===== config.mk =====
export PLATFORM = sky130hd
export DESIGN_NAME = display_scan_ctrl
export DESIGN_NICKNAME = d
export VERILOG_FILES = /design/src/rtl/display_scan_ctrl.sv
export SDC_FILE = /design/constraint.sdc
export NUM_CORES = 1
export LEC_CHECK = 0
export CORE_ASPECT_RATIO = 1.2
export CORE_MARGIN = 1.5
export CORE_UTILIZATION = 30
export CTS_CLUSTER_DIAMETER = 100
export DETAILED_ROUTE_END_ITERATION = 16
export SLEW_MARGIN = 10
export SYNTH_ARGS = -nofsm -noshare
export SYNTH_HDL_FRONTEND = slang
export SYNTH_SLANG_ARGS = --single-unit

===== constraint.sdc =====
create_clock -name clk -period 4.34 [get_ports clk]
set_input_delay 1.085 -clock clk [delete_from_list [all_inputs] [get_ports clk]]
set_output_delay 1.085 -clock clk [all_outputs]
set_load 0.02 [all_outputs]

===== src/rtl/display_scan_ctrl.sv =====
// Scan controller for a common-anode multiplexed seven-segment display.
// Requesters fill a shadow digit bank; a commit copies it into the active
// bank at the next frame boundary so a frame never shows a half-updated
// value. One shared hex decoder drives all digits, with a dark gap between
// digits to prevent ghosting.
module display_scan_ctrl #(
    parameter int DIGITS     = 4,
    parameter int ON_CYCLES  = 50000,
    parameter int GAP_CYCLES = 500
) (
    input  logic                      clk,
    input  logic                      reset_n,
    input  logic                      wr_valid,
    output logic                      wr_ready,
    input  logic [$clog2(DIGITS)-1:0] wr_digit,
    input  logic [3:0]                wr_data,
    input  logic                      wr_blank,
    input  logic                      commit,
    output logic                      commit_done,
    output logic                      frame_start,
    output logic [DIGITS-1:0]         an_n,
    output logic [6:0]                seg_n
);

    localparam int IW         = $clog2(DIGITS);
    localparam int MAX_CYCLES = (ON_CYCLES > GAP_CYCLES) ? ON_CYCLES : GAP_CYCLES;
    localparam int CW         = (MAX_CYCLES > 1) ? $clog2(MAX_CYCLES) : 1;

    localparam logic [IW-1:0] LAST_IDX   = IW'(DIGITS - 1);
    localparam logic [CW-1:0] ON_LAST    = CW'(ON_CYCLES - 1);
    localparam logic [CW-1:0] GAP_LAST   = CW'(GAP_CYCLES - 1);
    localparam logic [IW:0]   DIGITS_EXT = (IW + 1)'(DIGITS);

    typedef enum logic {
        ST_SHOW,
        ST_GAP
    } scan_state_t;

    typedef struct packed {
        logic       blank;
        logic [3:0] data;
    } digit_t;

    localparam digit_t DIGIT_DARK = '{blank: 1'b1, data: 4'h0};

    // Active-low segment pattern {g,f,e,d,c,b,a} for one hex nibble.
    function automatic logic [6:0] hex_to_seg(input logic [3:0] nib);
        logic [6:0] s;
        case (nib)
            4'h0: s = 7'h40;
            4'h1: s = 7'h79;
            4'h2: s = 7'h24;
            4'h3: s = 7'h30;
            4'h4: s = 7'h19;
            4'h5: s = 7'h12;
            4'h6: s = 7'h02;
            4'h7: s = 7'h78;
            4'h8: s = 7'h00;
            4'h9: s = 7'h18;
            4'hA: s = 7'h08;
            4'hB: s = 7'h03;
            4'hC: s = 7'h27;
            4'hD: s = 7'h21;
            4'hE: s = 7'h06;
            default: s = 7'h0E;
        endcase
        return s;
    endfunction

    scan_state_t   state, state_nxt;
    logic [IW-1:0] idx, idx_nxt;
    logic [CW-1:0] cnt, cnt_nxt;
    logic          boundary;

    digit_t shadow [DIGITS];
    digit_t active [DIGITS];
    logic   commit_pending;
    logic   wr_accept;

    assign wr_ready  = !commit_pending;
    assign wr_accept = wr_valid && wr_ready && ({1'b0, wr_digit} < DIGITS_EXT);

    // Scan sequencing: dwell in SHOW/GAP, advance the digit on GAP exit.
    always_comb begin
        // NOTE: every output of a combinational block gets a default first so
        // no path leaves it unassigned, which would otherwise infer a latch.
        state_nxt = state;
        idx_nxt   = idx;
        cnt_nxt   = cnt + CW'(1);
        boundary  = 1'b0;
        case (state)
            ST_SHOW: begin
                if (cnt == ON_LAST) begin
                    state_nxt = ST_GAP;
                    cnt_nxt   = '0;
                end
            end
            default: begin
                if (cnt == GAP_LAST) begin
                    state_nxt = ST_SHOW;
                    cnt_nxt   = '0;
                    if (idx == LAST_IDX) begin
                        idx_nxt  = '0;
                        boundary = 1'b1;
                    end else begin
                        idx_nxt = idx + IW'(1);
                    end
                end
            end
        endcase
    end

    // Scan state register; reset parks in the gap before digit 0.
    always_ff @(posedge clk or negedge reset_n) begin
        // NOTE: registers are written with non-blocking assignments so every
        // flop samples the pre-edge values regardless of statement order.
        if (!reset_n) begin
            state <= ST_GAP;
            idx   <= LAST_IDX;
            cnt   <= '0;
        end else begin
            state <= state_nxt;
            idx   <= idx_nxt;
            cnt   <= cnt_nxt;
        end
    end

    // Digit banks and commit handshake: copy shadow to active at a boundary.
    always_ff @(posedge clk or negedge reset_n) begin
        if (!reset_n) begin
            // NOTE: both digit banks are reset because the display must come
            // up dark; plain storage arrays normally would not be.
            for (int i = 0; i < DIGITS; i++) begin
                shadow[i] <= DIGIT_DARK;
                active[i] <= DIGIT_DARK;
            end
            commit_pending <= 1'b0;
            commit_done    <= 1'b0;
        end else begin
            commit_done <= 1'b0;
            if (wr_accept) begin
                shadow[wr_digit] <= '{blank: wr_blank, data: wr_data};
            end
            if (boundary && commit_pending) begin
                active         <= shadow;
                commit_pending <= 1'b0;
                commit_done    <= 1'b1;
            end else if (commit) begin
                commit_pending <= 1'b1;
            end
        end
    end

    // Pin drive: Moore decode of the scan state and the active bank.
    always_comb begin
        an_n        = '1;
        seg_n       = 7'h7F;
        frame_start = 1'b0;
        if (state == ST_SHOW) begin
            an_n[idx] = 1'b0;
            if (!active[idx].blank) begin
                seg_n = hex_to_seg(active[idx].data);
            end
            frame_start = (idx == '0) && (cnt == '0);
        end
    end

endmodule


==> results of run 1 <==
[power breakdown]
part,total [W],switching [W],internal (W)
sequential,0.000588,0.00000505,0.000583
clock,0.000773,0.000239,0.000534
combinational,0.0000334,0.0000173,0.0000161
[state kept, by name, summed over array words and instances, names as in the netlist]
register / count
state: 1
commit_pending: 1
idx: 2
cnt: 16
active: 20
commit_done: 1
shadow: 20
[placed cells by master, fill, tap and decap left out, types with 3 or more instances in the layout]
cell / n
xnor2_1: 5
and3_1: 3
xor2_1: 8
o211ai_1: 5
dfstp_2: 11
nand2_1: 17
mux2_1: 19
dfrtp_1: 50
mux4_2: 4
clkbuf_16: 9
ha_1: 12
nand3_1: 6
clkdlybuf4s50_1: 23
nand4_1: 4
nor4_1: 3
inv_1: 12
a21oi_1: 4
nor2_1: 24
mux2_2: 23
[worst register-to-register path, cell delays in order, from the launching register on]
cell and delay [ps]:
dfrtp_1 400, ha_1 290, and4bb_2 290, nand4_2 160, nor2_2 880, mux2_2 420
[path summary, 6_finish.rpt]
check                                   to  slack, ps
worst max-delay path              seg_n[3]        200
min in group asynchronous           cnt[4]        870
max in group asynchronous       shadow[16]       2630
worst max register to register   active[3]       1780
worst min register to register   active[2]        480
worst min-delay path             active[2]        480
[area by class of cell]
type / instances / area share [%]
multi-input combinational: 171 / 38.6
clock buffer: 13 / 6.91
timing repair buffer: 25 / 6.44
tap: 126 / 4.18
sequential: 61 / 40.9
inverter: 12 / 1.20
clock inverter: 3 / 1.79
[stage by stage]
stage          util [%]  worst slack (ps)  power [W]  cells
2_1_floorplan         -              1070   0.000605    251
5_1_grt            37.5              26.8    0.00144    411
6_report           37.5               196    0.00139    411
3_3_place_gp       34.2               565   0.000630    395
4_1_cts            37.5               159    0.00141    411
3_5_place_dp       34.2               522   0.000631    395
[cells by family (layout without fill, tap and decap cells)]
| logic type | after synthesis | in the layout | share of synthesized area, % |
|---|---|---|---|
| and+or+nand+nor | 80 | 80 | 14.9 |
| DFF | 61 | 61 | 49.6 |
| muxes | 49 | 49 | 19.6 |
| buffers and inverters | 19 | 53 | 3.47 |
| AOI/OAI and AO/OA | 17 | 17 | 3.87 |
| xor gates and xnor gates | 13 | 13 | 3.67 |
| adders and majority gates | 12 | 12 | 4.84 |
[metal layers]
layer	wire, microns	track usage, %	up-vias
li1	-	-	960
met1	2790	15.8	972
met2	2820	18.5	30
met3	182	3.05	18
met4	246	9.12	0
met5	0	0	-
==> impl_metrics.csv, run 1 <==
group,metric,value,unit
clocking,clk_pin_slew,50,ps
sta,timing.final.crit_share,95.5,%
floorplan,die_x,95.8,microns
clocking,worstSkewPairLatency,330,ps
clocking,hold_buffers,0,
route,drtIter0Drc,88,
setup_path,cp-end-kind,"output pin",
clocking,cts_tree,"done",
sta,setup_viol,0,
synth,syn_inst,251,
sta,final_hold_viol_count,0,
route,route.detailed.drc,0,
sta,worst_pin_slew,1090,ps
worst_hold_path,min_path_type,"flop to flop",
setup_path,cp-startpoint,"idx[0]",
grt,grt.total_usage,12.5,%
floorplan,dieArea,11000,sq um
route,drt-total-wl,6040,microns
clocking,clockRootBuffer,"clkbuf_16",
finish,finish.net_count,303,
clocking,post_cts_buffers,0,
synth,synth_ff_type,"dfrtp_1",
setup_path,cp.required,3250,ps
setup_path,critPathKind,"flop to output pin",
power,powerDensity,370,nW/um^2
place,io_buffers,24,
grt,antenna_found_initial,0,
clocking,cts_buffers,9,
setup_path,crit_slowest_cell,"dfstp_2",
clocking,ctsResizeCount,0,
setup_path,path_buf_inv,2,
synth,synth_top_area_cell,"dfrtp_1",
finish,fill_cells,963,
setup_path,crit_family,"multiplexers",
synth,syn_area,3100,sq um
clocking,htreeDepth,3,
setup_path,reg2reg_from,"cnt[0]",
power,ir_worst_vdd,0.234,mV
sta,fin_crit,4140,ps
grt,grt_pass1_vias,2104,
job,cap_viol_max_count,0,
synth,synth_most_common_cell,"dfrtp_1",
route,vias_per_cell,4.82,
setup_path,startpoint_type,"flop",
sta,setup-tns-final,0,ps
finish,layout-area-overhead-vs-synth,21.5,%
place,routabilityCongestion,0.819,
synth,yosysWarnings,0,
synth,ys_types,48,
worst_hold_path,hold_path_depth,1,
run_status,status,"complete, no violations",
route,drtAntennaViolNets,0,
floorplan,io_pins,25,
synth,async_reset_ff_share,100,%
place,dpl_cell_area,3440,sq um
clocking,cts.sinks,61,
setup_path,reg2reg_depth,5,
sta,whs,476,ps
setup_path,arrival,3060,ps
power,power.leakage,1.66,nW
route,dr_total_vias,1980,
finish,drive_gt1_share,21.8,%
synth,synth_edf_count,0,
finish,register_area,1540,sq um
setup_path,max_stage_delay,670,ps
setup_path,critical_path.cell_chain,"mux4_2 -> inv_1 -> ha_1 -> mux2i_1 -> nor2_1 -> o21ai_1 -> clkdlybuf4s50_1",
synth,synth.area.top_cells,"dfrtp_1, dfstp_2, mux2_2",
synth,yosysSeqAreaShare,49.6,%
finish,multiInputGateArea,1460,sq um
finish,stdcell_area,3770,sq um
place,detailed_place_hpwl,4210,microns
floorplan,initial_core_util,30.8,%
setup_path,critPathMaxFanout,10,
route,dr.pass1.iters,4,
floorplan,die-height,114,microns
grt,grt_max_degree,39,
synth,ys_ff_latch,61,
grt,grt_pass1_wl,10200,microns
sta,slew_headroom,26.9,%
sta,slew_viol_final,0,
grt,overflow,0,
setup_path,path_depth,7,
synth,synth_commonest_cells,"dfrtp_1, nor2_1, mux2_2, mux2_1, nand2_1",
floorplan,fp-row-count,40,
finish,n_antenna_cell,0,
route,post_drt_wl_per_cell,14.7,microns
sta,fmax,241,MHz
synth,syn_nets,274,
sta,skew,4.54,ps
sta,rsz0062_at_grt,"false",
synth,synth_top_area_share,40.3,%
worst_hold_path,hold_path.startpoint,"active[2]",
floorplan,coreArea,10100,sq um
clocking,ctsLongestPathBuffers,2,
synth,syn_avg_cell_area,12.4,sq um
Note: power is estimated with default switching activity, not from simulation.
==> run 2, diff against run 1 <==
--- a/config.mk
+++ b/config.mk
@@ -10,6 +10,8 @@
 export CORE_UTILIZATION = 30
 export CTS_CLUSTER_DIAMETER = 100
 export DETAILED_ROUTE_END_ITERATION = 16
+export GPL_ROUTABILITY_DRIVEN = 0
+export PLACE_DENSITY = 0.52
 export SLEW_MARGIN = 10
 export SYNTH_ARGS = -nofsm -noshare
 export SYNTH_HDL_FRONTEND = slang
==> constraint.sdc (replaced) <==
create_clock -name clk -period 4.3 [get_ports clk]
set_input_delay 1.075 -clock clk [delete_from_list [all_inputs] [get_ports clk]]
set_output_delay 1.075 -clock clk [all_outputs]
set_load 0.02 [all_outputs]
==> impl_metrics.csv, run 2 (synthesized netlist as in run 1, its figures left out) <==
group,metric,value,unit
sta,rsz0062_at_grt,"false",
grt,grt.total_usage,12.4,%
route,drt-total-wl,5840,microns
finish,final_cell_mix,"dfrtp_1, nor2_1, mux2_2, clkdlybuf4s50_1, mux2_1",
sta,worst_pin_slew,1110,ps
finish,finish.net_count,303,
setup_path,critPathKind,"flop to output pin",
setup_path,crit_slowest_cell,"dfstp_4",
clocking,cts_buffers,9,
clocking,htreeDepth,3,
place,io_buffers,24,
worst_hold_path,min_path_type,"flop to flop",
grt,grt_pass1_wl,10100,microns
setup_path,critPathMaxFanout,10,
route,route.detailed.drc,0,
floorplan,coreArea,10100,sq um
grt,antenna_found_initial,0,
grt,overflow,0,
finish,layout_commonest_cell,"dfrtp_1",
power,switching_share,18.9,%
clocking,ctsLongestPathBuffers,2,
setup_path,critical_path.cell_chain,"mux4_2 -> inv_1 -> ha_1 -> mux2i_1 -> nor2_1 -> o21ai_1 -> clkdlybuf4s50_1",
clocking,hold_buffers,0,
clocking,cts.sinks,61,
setup_path,path_buf_inv,2,
clocking,clockRootBuffer,"clkbuf_16",
sta,final_hold_viol_count,0,
sta,setup_slack,141,ps
power,p_int,0.00117,W
finish,fill_cells,972,
sta,fmax,240,MHz
setup_path,startpoint_type,"flop",
floorplan,die_x,95.8,microns
power,powerDensity,381,nW/um^2
floorplan,io_pins,25,
route,drtAntennaViolNets,0,
power,pwr-share-clk,56.6,%
sta,skew,6.05,ps
power,power.leakage,1.67,nW
route,post_drt_wl_per_cell,14.2,microns
power,switchingPower,0.000273,W
sta,slew_viol_final,0,
floorplan,dieArea,11000,sq um
run_status,status,"complete, no violations",
sta,setup_viol,0,
setup_path,crit_family,"multiplexers",
floorplan,fp-row-count,40,
grt,grt_pass1_vias,1982,
route,drtIter0Drc,53,
finish,largestRegisters,"active (20), shadow (20), cnt (16)",
clocking,clk_pin_slew,50,ps
grt,grt_max_degree,42,
sta,timing.final.crit_share,96.7,%
setup_path,max_stage_delay,710,ps
power,p_comb_share,2.3,%
place,detailed_place_hpwl,4100,microns
job,cap_viol_max_count,0,
power,ir_worst_vdd,0.164,mV
route,vias_per_cell,4.71,
clocking,cts_tree,"done",
power,seq_power_share,41.1,%
floorplan,initial_core_util,30.8,%
sta,setup-tns-final,0,ps
setup_path,arrival,3080,ps
route,dr_total_vias,1936,
route,dr.pass1.iters,6,
floorplan,die-height,114,microns
sta,fin_crit,4160,ps
setup_path,cp.required,3220,ps
sta,slew_headroom,25.9,%
finish,utilization,37.6,%
setup_path,cp-end-kind,"output pin",
place,pre_cts_slack,459,ps
finish,n_antenna_cell,0,
clocking,worstSkewPairLatency,330,ps
finish,drive_gt1_share,22.1,%
finish,layout-area-overhead-vs-synth,22.0,%
[run 2: cell count changes in the layout (fill, tap and decap cells not counted)]
cell,before,now
dfstp_2,11,10
clkinv_2,0,1
dfstp_4,0,1
clkbuf_8,2,0
bufinv_16,2,3
clkbuf_1,2,1
clkinv_4,0,1
[run 2: area by class of cell]
class	count	area, sq um	share of cell area, %
inverters	12	45.0	1.19
clock buffers	10	229	6.05
flip-flops and latches	61	1540	40.8
clock inverters	6	111	2.94
multi-input cells	171	1460	38.4
well taps	126	158	4.17
repair buffers	25	243	6.41
[run 2: worst paths after layout]
| kind | startpoint | to | slack (ps) | depth (start not counted) |
|---|---|---|---|---|
| max | idx[0] | seg_n[3] | 140 | 7 |
| min | active[5] | active[5] | 480 | 1 |
| max reg2reg | cnt[0] | active[3] | 1750 | 5 |
| min reg2reg | active[5] | active[5] | 480 | 1 |
| max in group asynchronous | reset_n | shadow[10] | 2590 | 2 |
| min in group asynchronous | reset_n | cnt[0] | 890 | 1 |
[run 2: repair_timing]
| action | in CTS | in global routing |
|---|---|---|
| resized for setup | 0 | 1 |
| endpoints found under the hold margin | 0 | 0 |
| setup endpoints to repair | 0 | 1 |
| setup buffers | 0 | 0 |
[run 2: layer usage]
| layer | GRT usage [%] | wire length (microns) | share of wire [%] | vias to the layer above |
|---|---|---|---|---|
| met5 | 0 | 0 | 0 | - |
| met3 | 3.05 | 173 | 3.0 | 10 |
| li1 | - | - | - | 958 |
| met1 | 17.3 | 2920 | 50 | 939 |
| met2 | 17.1 | 2620 | 45 | 29 |
| met4 | 7.25 | 134 | 2.3 | 0 |
[run 2: per-stage QoR]
| step | power, W | cells | hold WS [ps] | area [sq um] |
|---|---|---|---|---|
| after floorplan | 0.000610 | 251 | 452 | 3100 |
| after global placement | 0.000636 | 395 | 467 | 3440 |
| after detailed placement | 0.000637 | 395 | 471 | 3440 |
| after CTS | 0.00146 | 411 | 482 | 3780 |
| after global routing | 0.00150 | 411 | 493 | 3780 |
| final | 0.00144 | 411 | 476 | 3780 |
[run 2: power by group through the flow]
stage,clock network (W),logic [W],registers [W]
2_1_floorplan,0,0.00000991,0.000601
6_report,0.000816,0.0000335,0.000593
5_1_grt,0.000867,0.0000384,0.000594
3_5_place_dp,0,0.0000350,0.000602
3_3_place_gp,0,0.0000341,0.000602
4_1_cts,0.000836,0.0000351,0.000593
==> run 3, diff against run 2 <==
--- a/config.mk
+++ b/config.mk
@@ -16,3 +16,4 @@
 export SYNTH_ARGS = -nofsm -noshare
 export SYNTH_HDL_FRONTEND = slang
 export SYNTH_SLANG_ARGS = --single-unit
+export TNS_END_PERCENT = 100
==> results of run 3 <==
Same layout as run 2: the final DEF is identical, and so are final timing and power.
